$ cat src/rtl/uart_fifo_pkg.sv
// UART peripheral shared definitions: register indices, STATUS/CTRL bit
// positions and the 2-bit TX/RX state encodings.
package uart_fifo_pkg;

  // Register indices on the 4-bit address bus
  localparam logic [3:0] REG_DATA   = 4'd0;
  localparam logic [3:0] REG_STATUS = 4'd1;
  localparam logic [3:0] REG_CTRL   = 4'd2;
  localparam logic [3:0] REG_DIV    = 4'd3;

  // STATUS bit positions
  localparam int ST_TX_FULL    = 0;
  localparam int ST_TX_EMPTY   = 1;
  localparam int ST_RX_AVAIL   = 2;
  localparam int ST_RX_FULL    = 3;
  localparam int ST_RX_OVERRUN = 4;
  localparam int ST_FRAME_ERR  = 5;
  localparam int ST_TX_BUSY    = 6;

  // CTRL bit positions
  localparam int CTRL_TX_EN     = 0;
  localparam int CTRL_RX_EN     = 1;
  localparam int CTRL_IRQ_RX_EN = 2;
  localparam int CTRL_IRQ_TX_EN = 3;
  localparam int CTRL_LOOPBACK  = 4;

  // TX FSM encodings
  localparam logic [1:0] TX_IDLE  = 2'd0;
  localparam logic [1:0] TX_START = 2'd1;
  localparam logic [1:0] TX_DATA  = 2'd2;
  localparam logic [1:0] TX_STOP  = 2'd3;

  // RX FSM encodings
  localparam logic [1:0] RX_IDLE  = 2'd0;
  localparam logic [1:0] RX_START = 2'd1;
  localparam logic [1:0] RX_DATA  = 2'd2;
  localparam logic [1:0] RX_STOP  = 2'd3;

endpackage

$ cat src/rtl/uart_fifo_periph_if.sv
// CPU-side register bus of the UART peripheral. The CPU drives the
// master modport; the peripheral implements the slave modport.
interface uart_fifo_periph_if #(
  parameter int WIDTH = 32
);
  logic             cs;
  logic             wen;
  logic             ren;
  logic [3:0]       addr;
  logic [WIDTH-1:0] din;
  logic [WIDTH-1:0] dout;

  modport master (output cs, output wen, output ren, output addr, output din, input dout);
  modport slave  (input cs, input wen, input ren, input addr, input din, output dout);
endinterface

$ cat src/rtl/uart_sync_fifo.sv
// Small synchronous FIFO with the head visible on dout without latency.
// A push and a pop in the same cycle are both taken, even when full, and
// when empty the pushed word is passed straight through to dout.
module uart_sync_fifo #(
  parameter int DW    = 8,
  parameter int DEPTH = 8
) (
  input  logic                     clk,
  input  logic                     resetn,
  input  logic                     push,
  input  logic                     pop,
  input  logic [DW-1:0]            din,
  output logic [DW-1:0]            dout,
  output logic                     full,
  output logic                     empty,
  output logic [$clog2(DEPTH):0]   count
);
  localparam int AW = $clog2(DEPTH);

  logic [DW-1:0] mem [DEPTH];
  logic [AW-1:0] wr_ptr_reg;
  logic [AW-1:0] rd_ptr_reg;
  logic [AW:0]   count_reg;
  logic          push_ok;
  logic          pop_ok;

  assign full    = (count_reg == (AW+1)'(DEPTH));
  assign empty   = (count_reg == '0);
  assign count   = count_reg;
  assign push_ok = push & (~full | pop);
  assign pop_ok  = pop & (~empty | push);
  assign dout    = empty ? din : mem[rd_ptr_reg];

  // Storage array; no reset so it maps onto distributed RAM
  always_ff @(posedge clk) begin
    if (push_ok) mem[wr_ptr_reg] <= din;
  end

  // Pointers wrap naturally at the power-of-two depth; count tracks occupancy
  always_ff @(posedge clk or negedge resetn) begin
    if (!resetn) begin
      wr_ptr_reg <= '0;
      rd_ptr_reg <= '0;
      count_reg  <= '0;
    end else begin
      if (push_ok) wr_ptr_reg <= wr_ptr_reg + AW'(1);
      if (pop_ok)  rd_ptr_reg <= rd_ptr_reg + AW'(1);
      if (push_ok && !pop_ok)      count_reg <= count_reg + 1'b1;
      else if (pop_ok && !push_ok) count_reg <= count_reg - 1'b1;
    end
  end
endmodule

$ cat src/rtl/uart_fifo_periph.sv
// Memory-mapped 8N1 UART with TX/RX FIFOs, STATUS/CTRL/DIV registers and
// a registered level interrupt. Optional feature macro: UART_LOOPBACK_EN
// (internal TxD->RX loopback selected by CTRL bit 4).
module uart_fifo_periph
  import uart_fifo_pkg::*;
#(
  parameter int          WIDTH      = 32,
  parameter int          FIFO_DEPTH = 8,
  parameter logic [15:0] DIV_RESET  = 16'd433
) (
  input  logic              clk,
  input  logic              resetn,
  uart_fifo_periph_if.slave bus,
  input  logic              RxD,
  output logic              TxD,
  output logic              irq
);
  localparam int CW = $clog2(FIFO_DEPTH) + 1;

  // Registers
  logic [4:0]  ctrl_reg;
  logic [15:0] div_reg;
  logic        overrun_reg;
  logic        frame_err_reg;
  logic        irq_reg;

  // Bus decode
  logic wr_en;
  logic rd_en;
  logic tx_push;
  logic rx_pop;
  logic status_wr;

  // FIFO interfaces
  logic [7:0]    tx_head;
  logic          tx_full;
  logic          tx_empty;
  logic [CW-1:0] tx_count;
  logic          tx_pop;
  logic [7:0]    rx_head;
  logic          rx_full;
  logic          rx_empty;
  logic [CW-1:0] rx_count;
  logic          rx_push;
  logic          rx_avail;

  // TX engine
  logic [1:0]  tx_state_reg;
  logic [15:0] tx_cnt_reg;
  logic [2:0]  tx_bit_reg;
  logic [7:0]  tx_shift_reg;
  logic        txd_reg;
  logic        tx_busy;

  // RX engine
  logic        rx_src;
  logic        sync1_reg;
  logic        sync2_reg;
  logic [1:0]  rx_state_reg;
  logic [15:0] rx_cnt_reg;
  logic [2:0]  rx_bit_reg;
  logic [7:0]  rx_shift_reg;
  logic        rx_stop_sample;
  logic        frame_bad;

  logic [6:0]       status;
  logic [WIDTH-1:0] rdata;

  assign wr_en     = bus.cs & bus.wen;
  assign rd_en     = bus.cs & bus.ren;
  assign tx_push   = wr_en & (bus.addr == REG_DATA);
  assign status_wr = wr_en & (bus.addr == REG_STATUS);
  assign rx_avail  = ~rx_empty;
  assign rx_pop    = rd_en & (bus.addr == REG_DATA) & rx_avail;
  assign tx_busy   = (tx_state_reg != TX_IDLE);
  assign tx_pop    = (tx_state_reg == TX_IDLE) & ctrl_reg[CTRL_TX_EN] & ~tx_empty;

  // A completed frame is judged on the stop-bit sample
  assign rx_stop_sample = (rx_state_reg == RX_STOP) && (rx_cnt_reg == '0);
  assign rx_push        = rx_stop_sample & sync2_reg;
  assign frame_bad      = rx_stop_sample & ~sync2_reg;

`ifdef UART_LOOPBACK_EN
  assign rx_src = ctrl_reg[CTRL_LOOPBACK] ? txd_reg : RxD;
  assign TxD    = ctrl_reg[CTRL_LOOPBACK] ? 1'b1 : txd_reg;
`else
  assign rx_src = RxD;
  assign TxD    = txd_reg;
`endif

  assign irq = irq_reg;

  uart_sync_fifo #(.DW(8), .DEPTH(FIFO_DEPTH)) u_tx_fifo (
    .clk(clk), .resetn(resetn), .push(tx_push), .pop(tx_pop),
    .din(bus.din[7:0]), .dout(tx_head), .full(tx_full), .empty(tx_empty),
    .count(tx_count)
  );

  uart_sync_fifo #(.DW(8), .DEPTH(FIFO_DEPTH)) u_rx_fifo (
    .clk(clk), .resetn(resetn), .push(rx_push), .pop(rx_pop),
    .din(rx_shift_reg), .dout(rx_head), .full(rx_full), .empty(rx_empty),
    .count(rx_count)
  );

  // CTRL and DIV registers; loopback bit only exists when the feature is built
  always_ff @(posedge clk or negedge resetn) begin
    if (!resetn) begin
      ctrl_reg <= '0;
      div_reg  <= DIV_RESET;
    end else if (wr_en) begin
`ifdef UART_LOOPBACK_EN
      if (bus.addr == REG_CTRL) ctrl_reg <= bus.din[4:0];
`else
      if (bus.addr == REG_CTRL) ctrl_reg <= {1'b0, bus.din[3:0]};
`endif
      if (bus.addr == REG_DIV)  div_reg  <= bus.din[15:0];
    end
  end

  // Sticky error flags: a new event wins over a same-cycle W1C
  always_ff @(posedge clk or negedge resetn) begin
    if (!resetn) begin
      overrun_reg   <= 1'b0;
      frame_err_reg <= 1'b0;
    end else begin
      if (rx_push && rx_full && !rx_pop)                overrun_reg <= 1'b1;
      else if (status_wr && bus.din[ST_RX_OVERRUN])     overrun_reg <= 1'b0;
      if (frame_bad)                                    frame_err_reg <= 1'b1;
      else if (status_wr && bus.din[ST_FRAME_ERR])      frame_err_reg <= 1'b0;
    end
  end

  // TX FSM; TxD is registered from the current state, so it lags state by one cycle
  always_ff @(posedge clk or negedge resetn) begin
    if (!resetn) begin
      tx_state_reg <= TX_IDLE;
      tx_cnt_reg   <= '0;
      tx_bit_reg   <= '0;
      tx_shift_reg <= '0;
      txd_reg      <= 1'b1;
    end else begin
      txd_reg <= (tx_state_reg == TX_START) ? 1'b0 :
                 (tx_state_reg == TX_DATA)  ? tx_shift_reg[0] : 1'b1;
      case (tx_state_reg)
        TX_IDLE: begin
          if (tx_pop) begin
            tx_state_reg <= TX_START;
            tx_cnt_reg   <= div_reg;
            tx_shift_reg <= tx_head;
          end
        end
        TX_START: begin
          if (tx_cnt_reg == '0) begin
            tx_state_reg <= TX_DATA;
            tx_cnt_reg   <= div_reg;
            tx_bit_reg   <= '0;
          end else begin
            tx_cnt_reg <= tx_cnt_reg - 1'b1;
          end
        end
        TX_DATA: begin
          if (tx_cnt_reg == '0) begin
            tx_cnt_reg   <= div_reg;
            tx_shift_reg <= {1'b0, tx_shift_reg[7:1]};
            tx_bit_reg   <= tx_bit_reg + 1'b1;
            if (tx_bit_reg == 3'd7) tx_state_reg <= TX_STOP;
          end else begin
            tx_cnt_reg <= tx_cnt_reg - 1'b1;
          end
        end
        default: begin
          if (tx_cnt_reg == '0) tx_state_reg <= TX_IDLE;
          else                  tx_cnt_reg   <= tx_cnt_reg - 1'b1;
        end
      endcase
    end
  end

  // Two-flop synchroniser for the asynchronous serial input (idles high)
  always_ff @(posedge clk or negedge resetn) begin
    if (!resetn) begin
      sync1_reg <= 1'b1;
      sync2_reg <= 1'b1;
    end else begin
      sync1_reg <= rx_src;
      sync2_reg <= sync1_reg;
    end
  end

  // RX FSM: confirm start at half bit, then sample every full bit at mid-bit
  always_ff @(posedge clk or negedge resetn) begin
    if (!resetn) begin
      rx_state_reg <= RX_IDLE;
      rx_cnt_reg   <= '0;
      rx_bit_reg   <= '0;
      rx_shift_reg <= '0;
    end else begin
      case (rx_state_reg)
        RX_IDLE: begin
          if (ctrl_reg[CTRL_RX_EN] && !sync2_reg) begin
            rx_state_reg <= RX_START;
            rx_cnt_reg   <= {1'b0, div_reg[15:1]};
          end
        end
        RX_START: begin
          if (rx_cnt_reg == '0) begin
            if (!sync2_reg) begin
              rx_state_reg <= RX_DATA;
              rx_cnt_reg   <= div_reg;
              rx_bit_reg   <= '0;
            end else begin
              rx_state_reg <= RX_IDLE;
            end
          end else begin
            rx_cnt_reg <= rx_cnt_reg - 1'b1;
          end
        end
        RX_DATA: begin
          if (rx_cnt_reg == '0) begin
            rx_cnt_reg   <= div_reg;
            rx_shift_reg <= {sync2_reg, rx_shift_reg[7:1]};
            rx_bit_reg   <= rx_bit_reg + 1'b1;
            if (rx_bit_reg == 3'd7) rx_state_reg <= RX_STOP;
          end else begin
            rx_cnt_reg <= rx_cnt_reg - 1'b1;
          end
        end
        default: begin
          if (rx_cnt_reg == '0) rx_state_reg <= RX_IDLE;
          else                  rx_cnt_reg   <= rx_cnt_reg - 1'b1;
        end
      endcase
    end
  end

  // Registered level interrupt
  always_ff @(posedge clk or negedge resetn) begin
    if (!resetn) irq_reg <= 1'b0;
    else irq_reg <= (ctrl_reg[CTRL_IRQ_RX_EN] & (rx_avail | overrun_reg | frame_err_reg)) |
                    (ctrl_reg[CTRL_IRQ_TX_EN] & tx_empty & ~tx_busy);
  end

  // STATUS word assembly
  always_comb begin
    status                = '0;
    status[ST_TX_FULL]    = tx_full;
    status[ST_TX_EMPTY]   = tx_empty;
    status[ST_RX_AVAIL]   = rx_avail;
    status[ST_RX_FULL]    = rx_full;
    status[ST_RX_OVERRUN] = overrun_reg;
    status[ST_FRAME_ERR]  = frame_err_reg;
    status[ST_TX_BUSY]    = tx_busy;
  end

  // Combinational read mux; empty RX FIFO reads as zero
  always_comb begin
    rdata = '0;
    case (bus.addr)
      REG_DATA:   if (rx_avail) rdata[7:0] = rx_head;
      REG_STATUS: rdata[6:0]  = status;
      REG_CTRL:   rdata[4:0]  = ctrl_reg;
      REG_DIV:    rdata[15:0] = div_reg;
      default:    rdata = '0;
    endcase
  end

  assign bus.dout = rdata;

endmodule

$ cat src/flat_wrapper.sv
// flat-port wrapper written by rule: the top's interface ports become plain ports
module uart_fifo_periph_flat import uart_fifo_pkg::*;
#(
  parameter int          WIDTH      = 32,
  parameter int          FIFO_DEPTH = 8,
  parameter logic [15:0] DIV_RESET  = 16'd433
)
  (clk, resetn, RxD, TxD, irq, bus_cs, bus_wen, bus_ren, bus_addr, bus_din, bus_dout);
  uart_fifo_periph_if #(.WIDTH(WIDTH)) bus_i ();
  input  logic clk;
  input  logic resetn;
  input  logic RxD;
  output logic TxD;
  output logic irq;
  input wire logic [$bits(bus_i.cs)-1:0] bus_cs;
  input wire logic [$bits(bus_i.wen)-1:0] bus_wen;
  input wire logic [$bits(bus_i.ren)-1:0] bus_ren;
  input wire logic [$bits(bus_i.addr)-1:0] bus_addr;
  input wire logic [$bits(bus_i.din)-1:0] bus_din;
  output wire logic [$bits(bus_i.dout)-1:0] bus_dout;
  assign bus_i.cs = bus_cs;
  assign bus_i.wen = bus_wen;
  assign bus_i.ren = bus_ren;
  assign bus_i.addr = bus_addr;
  assign bus_i.din = bus_din;
  assign bus_dout = bus_i.dout;
  uart_fifo_periph #(.WIDTH(WIDTH), .FIFO_DEPTH(FIFO_DEPTH), .DIV_RESET(DIV_RESET)) u_core (.clk(clk), .resetn(resetn), .bus(bus_i), .RxD(RxD), .TxD(TxD), .irq(irq));
endmodule
$ cat config.mk
export PLATFORM = sky130hd
export DESIGN_NAME = uart_fifo_periph_flat
export DESIGN_NICKNAME = d
export VERILOG_FILES = /design/src/rtl/uart_fifo_pkg.sv /design/src/rtl/uart_fifo_periph_if.sv /design/src/rtl/uart_sync_fifo.sv /design/src/rtl/uart_fifo_periph.sv /design/src/flat_wrapper.sv
export SDC_FILE = /design/constraint.sdc
export NUM_CORES = 1
export LEC_CHECK = 0
export CAP_MARGIN = 10
export CORE_AREA = 2 2 141 211
export CTS_CLUSTER_DIAMETER = 40
export DETAILED_ROUTE_END_ITERATION = 16
export DIE_AREA = 0 0 143 213
export HOLD_SLACK_MARGIN = 0.15
export MAX_ROUTING_LAYER = met4
export PLACE_DENSITY = 0.6
export SYNTH_ARGS = -nofsm -noshare
export SYNTH_HDL_FRONTEND = slang
export SYNTH_SLANG_ARGS = --single-unit
$ cat constraint.sdc
create_clock -name clk -period 2.7 [get_ports clk]
set_clock_uncertainty 0.15 [all_clocks]
set_input_delay 0.54 -clock clk [delete_from_list [all_inputs] [get_ports clk]]
set_output_delay 0.54 -clock clk [all_outputs]
set_load 0.1 [all_outputs]
Yosys cells after proc, flatten, opt, wreduce, memory -nomap -nowiden. Memories as Yosys holds them, arrays and structs flattened. Index checks and enable logic that the tools add are counted.

Bits in registers: 104. Memory bits (writable): 128. Input port bits: 42. Word-level logic and storage cells: 187. Memories kept: 2.

Memories: u_core.u_rx_fifo.mem (words 8, bits a word 8, rd ports 1, clocked after memory_dff 0, write ports 1, line uart_sync_fifo.sv:20) `logic [DW-1:0] mem [DEPTH];`; u_core.u_tx_fifo.mem (words 8, bits a word 8, rd ports 1, clocked after memory_dff 0, write ports 1, line uart_sync_fifo.sv:20).

Add/subtract/negate cells: 12. Equal/unequal tests: 24. Mux-type cells: 53. Bitwise gates (word level): 30. Reduce and logical (&&, ||, !) cells: 44.

Operators with widths (number): $mux 16 (8); $pmux 16 s3 (1); $mux 8 (5); $logic_not 16->1 (2); $pmux 16 s2 (1); $sub 16x1->16 const B (2); $mux 2 (11); $pmux 5 s4 (1); $reduce_bool 2->1 (10); $add 3x1->3 const B (6); $pmux 2 s3 (3); $and 1x1->1 (17); $mux 4 (4); $pmux 8 s2 (1); $mux 3 (5); $logic_not 4->1 (3); $pmux 3 s2 (2); $logic_and 1x1->1 (10); $mux 1 (10); $ne 2x2->1 const B (5); $reduce_and 5->1 (2); $reduce_and 3->1 (3); $add 4x1->4 const B (2); $eq 4x2->1 const B (2); other kinds (18) (47).

Longest topological paths before layout.
Depth after elaboration: 9. Gate-level depth with buffers: 14.

Cells and area by module. Synthesis repeated with hierarchy kept, for this count alone.

Cell total of the unflattened synthesis: 949. Area total of the unflattened synthesis: 11703.7 µm².

By module, submodules not included: uart_sync_fifo (times used 2, cells each 203, area each 3163.0 µm²); uart_fifo_periph (times used 1, cells each 543, area each 5377.7 µm²).

Least setup slack after synthesis. Ideal clock, no wire load.

Path type: input port to output port. Start point: input bus_addr[1]. End point: output bus_dout[7]. Arrival time: 3.553 ns. Setup slack: -1.543 ns. Stages on the path: 4. Buffers on the path: 1. Path through: or4_1 > nand2b_1 > clkbuf_1 > o21ai_0.

Word-level cells in the longest chain between the ends: 2. Elaborated cells between the ends (all ways): 3. Those cells by class: eq/ne: 1; mux: 1; reduce/logical: 1.

Ends and longest elaborated chain: start: declaration (line flat_wrapper.sv:18) `input wire logic [$bits(bus_i.addr)-1:0] bus_addr;`; $eq 4x2->1 / $logic_not 4->1 (equally long branches) (line uart_fifo_periph.sv:258) `case (bus.addr)`; $pmux 1 s2 * (line uart_fifo_periph.sv:258); end: declaration (line flat_wrapper.sv:20) `output wire logic [$bits(bus_i.dout)-1:0] bus_dout;`.

Mark *: on every way between the ends. The rest lies on a longest branch, timed or not.

Final worst setup path.
Start point: register u_core.u_rx_fifo.rd_ptr_reg[0]. End point: output bus_dout[5].

Word-level cells in the longest chain between the ends: 3.

Ends and longest elaborated chain: start: declaration (line uart_sync_fifo.sv:22) `logic [AW-1:0] rd_ptr_reg;`; start signal: assignment (line uart_sync_fifo.sv:47) `if (pop_ok) rd_ptr_reg <= rd_ptr_reg + AW'(1);`; $mem_v2 8x8; $mux 8 (line uart_fifo_periph.sv:259) `REG_DATA: if (rx_avail) rdata[7:0] = rx_head;`; $pmux 2 s3 (line uart_fifo_periph.sv:258).

No other way between the ends.

==> impl_metrics.tcl <==
set metrics [dict create \
    synth_top_area_cell "edfxtp_1" \
    netlist_top_cells_count "edfxtp_1 (128), dfrtp_1 (96), nor2_1 (50)" \
    hold_viol 0 \
    n_antenna_cell 0 \
    power_w 0.01412 \
    worst-path-max-fanout 13 \
    synthToLayoutAreaGrowth_pct 27.60 \
    ys.flop_type "edfxtp_1" \
    design_area_sq_um 14370 \
    grt_pass1_vias 7802 \
    fmax_mhz 334.8 \
    utilization_pct 50.21 \
    rrSetupSlack_ns 0.02 \
    final_cells 1419 \
    period_minus_slack_ns 2.987 \
    required_ns 2.01 \
    drt_iter0_drc 389 \
    whs_ns 0.2176 \
    vias 7583 \
    syn_area_sq_um 11260 \
    start_util_pct 39.35 \
    seq_area_sq_um 6457 \
    synthTopCellsByArea "edfxtp_1 (34%), dfrtp_1 (21%), mux4_2 (6.4%), mux2_2 (3.6%), ha_1 (3.0%)" \
    cts_root_buffer "clkbuf_16" \
    status "finished with violations" \
    seq_area_frac_synth_pct 57.33 \
    die_y_um 213 \
    crit_type "reg2out" \
    synth.distinct_cells 72 \
    die_w_um 143 \
    worstHoldPathType "in2async" \
    grt_max_degree 41 \
    grtUsageTotal_pct 18.72 \
    portBuffers 43 \
    drcViolationCount 0 \
    wl_mm 27.17 \
    slew_headroom_pct 46.24 \
    multiInputGateArea_sq_um 4761 \
    finalCritPeriodShare_pct 110.6 \
    topRoutingLayerUsed "met4" \
    htreeDepth 1 \
    peakVddDrop_mv 0.5905 \
    worst_slew_pin_slew_ns 0.8063 \
    p_per_area_nw_per_um2 982.7 \
    placed_area_sq_um 13140 \
    antenna_found_initial 0 \
    ys_ff_latch 232 \
    synth_edf_count 128 \
    first_pass_iters 5 \
    cp-start-kind "flop" \
    layout-drive-gt1-share_pct 32.36 \
    netlist_instances 850 \
    fill_cells 2483 \
    io_pins 76 \
    fp.dieArea_sq_um 30460 \
    fin_ws_ns -0.2866 \
    timing.final.max_slew_violations 0 \
    met2_length_mm 14.57 \
    biggestRegsByFlops "u_core.u_rx_fifo.mem: 64 flops, u_core.u_tx_fifo.mem: 64 flops" \
    rsz0062_at_grt "true" \
    ant_nets 0 \
    fin_nets 1078 \
    clk_path_buf_depth 3 \
    rows 76 \
    routed_via_density 5.344 \
    yosysMostFrequentCell "edfxtp_1" \
    core-area_sq_um 28620 \
    numCtsBuffers 29 \
    cts.clk_slew.worst_paths_ns 0.06 \
    gr-total-overflow 0 \
    cap_violations 0 \
    async_reset_ff_share_pct 44.83 \
    met1_length_mm 10.78 \
    wl_met3_mm 1.022 \
    synth.avg_cell_area_sq_um 13.25 \
    cts.sinks 232 \
    clock_latency_ns 0.55 \
    synth_top_area_share_pct 34.13 \
    power.leakage_nw 5.593 \
    hpwl_mm 19.36 \
    place_inst 1354 \
    synth_warnings 0 \
    tritoncts "built" \
    wl_per_cell_um 19.14 \
    end_kind "output port" \
    violations "negative setup slack" \
    gp_congestion 0.8577 \
    grt_pass1_wl_mm 42.81 \
    crit_arrival_ns 2.30 \
    setup_viol 8 \
]
[through the flow]
| stage | setup slack, ns | TNS (ns) |
|---|---|---|
| final | -0.2866 | -1.876 |
| after global routing | -0.3573 | -2.662 |
| after CTS | -0.3385 | -2.310 |
| after detailed placement | -0.5848 | -35.55 |
| after global placement | -0.5480 | -31.80 |
| after floorplan | -0.2637 | -1.347 |
[worst max-delay path, stage by stage, from the launching register on]
cell	delay (ns)
dfrtp_2	0.42
buf_12	0.18
mux4_2	0.53
mux2i_1	0.18
buf_4	0.16
o22ai_4	0.08
buf_12	0.18
[placed cells by master (no fill, tap or decap), types with 9 or more instances in the layout]
master	synthesis	final
a22oi_1	12	12
o2bb2ai_1	15	15
mux4_2	32	32
nor2_1	50	48
nand2_1	43	43
buf_4	20	120
nor3_1	22	18
buf_12	0	22
ha_1	27	20
mux2_2	36	36
and3_1	9	9
nor4_1	10	10
a21oi_1	30	25
a21o_1	10	10
nor2b_1	10	9
dfrtp_1	96	95
edfxtp_1	128	128
xnor2_1	11	11
a221o_1	11	11
clkdlybuf4s50_1	0	20
mux2i_1	19	15
inv_1	25	21
conb_1	1	16
nand2b_1	14	13
o21ai_0	33	31
clkbuf_16	0	30
and2_1	13	13
a22o_1	12	12
[final cells by class]
type	instances	share of cell area, %
Clock buffer	37	5.433
Timing Repair Buffer	171	11.46
Multi-Input combinational cell	548	33.13
Sequential cell	232	44.94
Clock inverter	16	0.9752
Tap cell	390	3.396
Inverter	25	0.6704
[logic make-up after synthesis]
logic type / synth area share [%]
flip-flops: 57.33
AND/OR/NAND/NOR: 10.88
AO/OA/AOI/OAI: 11.74
multiplexers: 11.69
buffers and inverters: 3.733
adder cells (fa/ha/maj): 3.355
XOR/XNOR: 1.244
other: 0.03330
[report_power, final]
part | total, W | switching (W) | leakage (nW) | internal [W]
Combinational | 0.00555 | 0.00298 | 2.62 | 0.00256
Clock | 0.00369 | 0.00158 | 0.456 | 0.00211
Sequential | 0.00488 | 0.000627 | 2.52 | 0.00426
[repair_timing]
item,in CTS,in global routing
setup endpoints to repair,28,21
hold buffers,1,0
buffers inserted,4,7
gates resized for setup,22,25
pin swaps,6,17
endpoints found under the hold margin,96,0
[final timing paths]
check | from | end | depth (start not counted)
worst max register to register | u_core.u_tx_fifo.count[0] | u_core.u_tx_fifo.count[1] | 10
worst min-delay path | resetn | u_core.rx_shift_reg[5] | 2
worst min register to register | u_core.sync1_reg | u_core.sync2_reg | 0
worst max-delay path | u_core.u_rx_fifo.rd_ptr_reg[0] | bus_dout[5] | 6
max in group asynchronous | resetn | u_core.TxD | 3
min in group clk | u_core.sync1_reg | u_core.sync2_reg | 0
[metal layers]
metal / vias up / track usage [%]
met5: - / -
met4: 0 / 6.726
met3: 50 / 2.444
met2: 159 / 33.41
met1: 3815 / 21.48
li1: 3559 / -
Power figures use the tool's default switching activity.
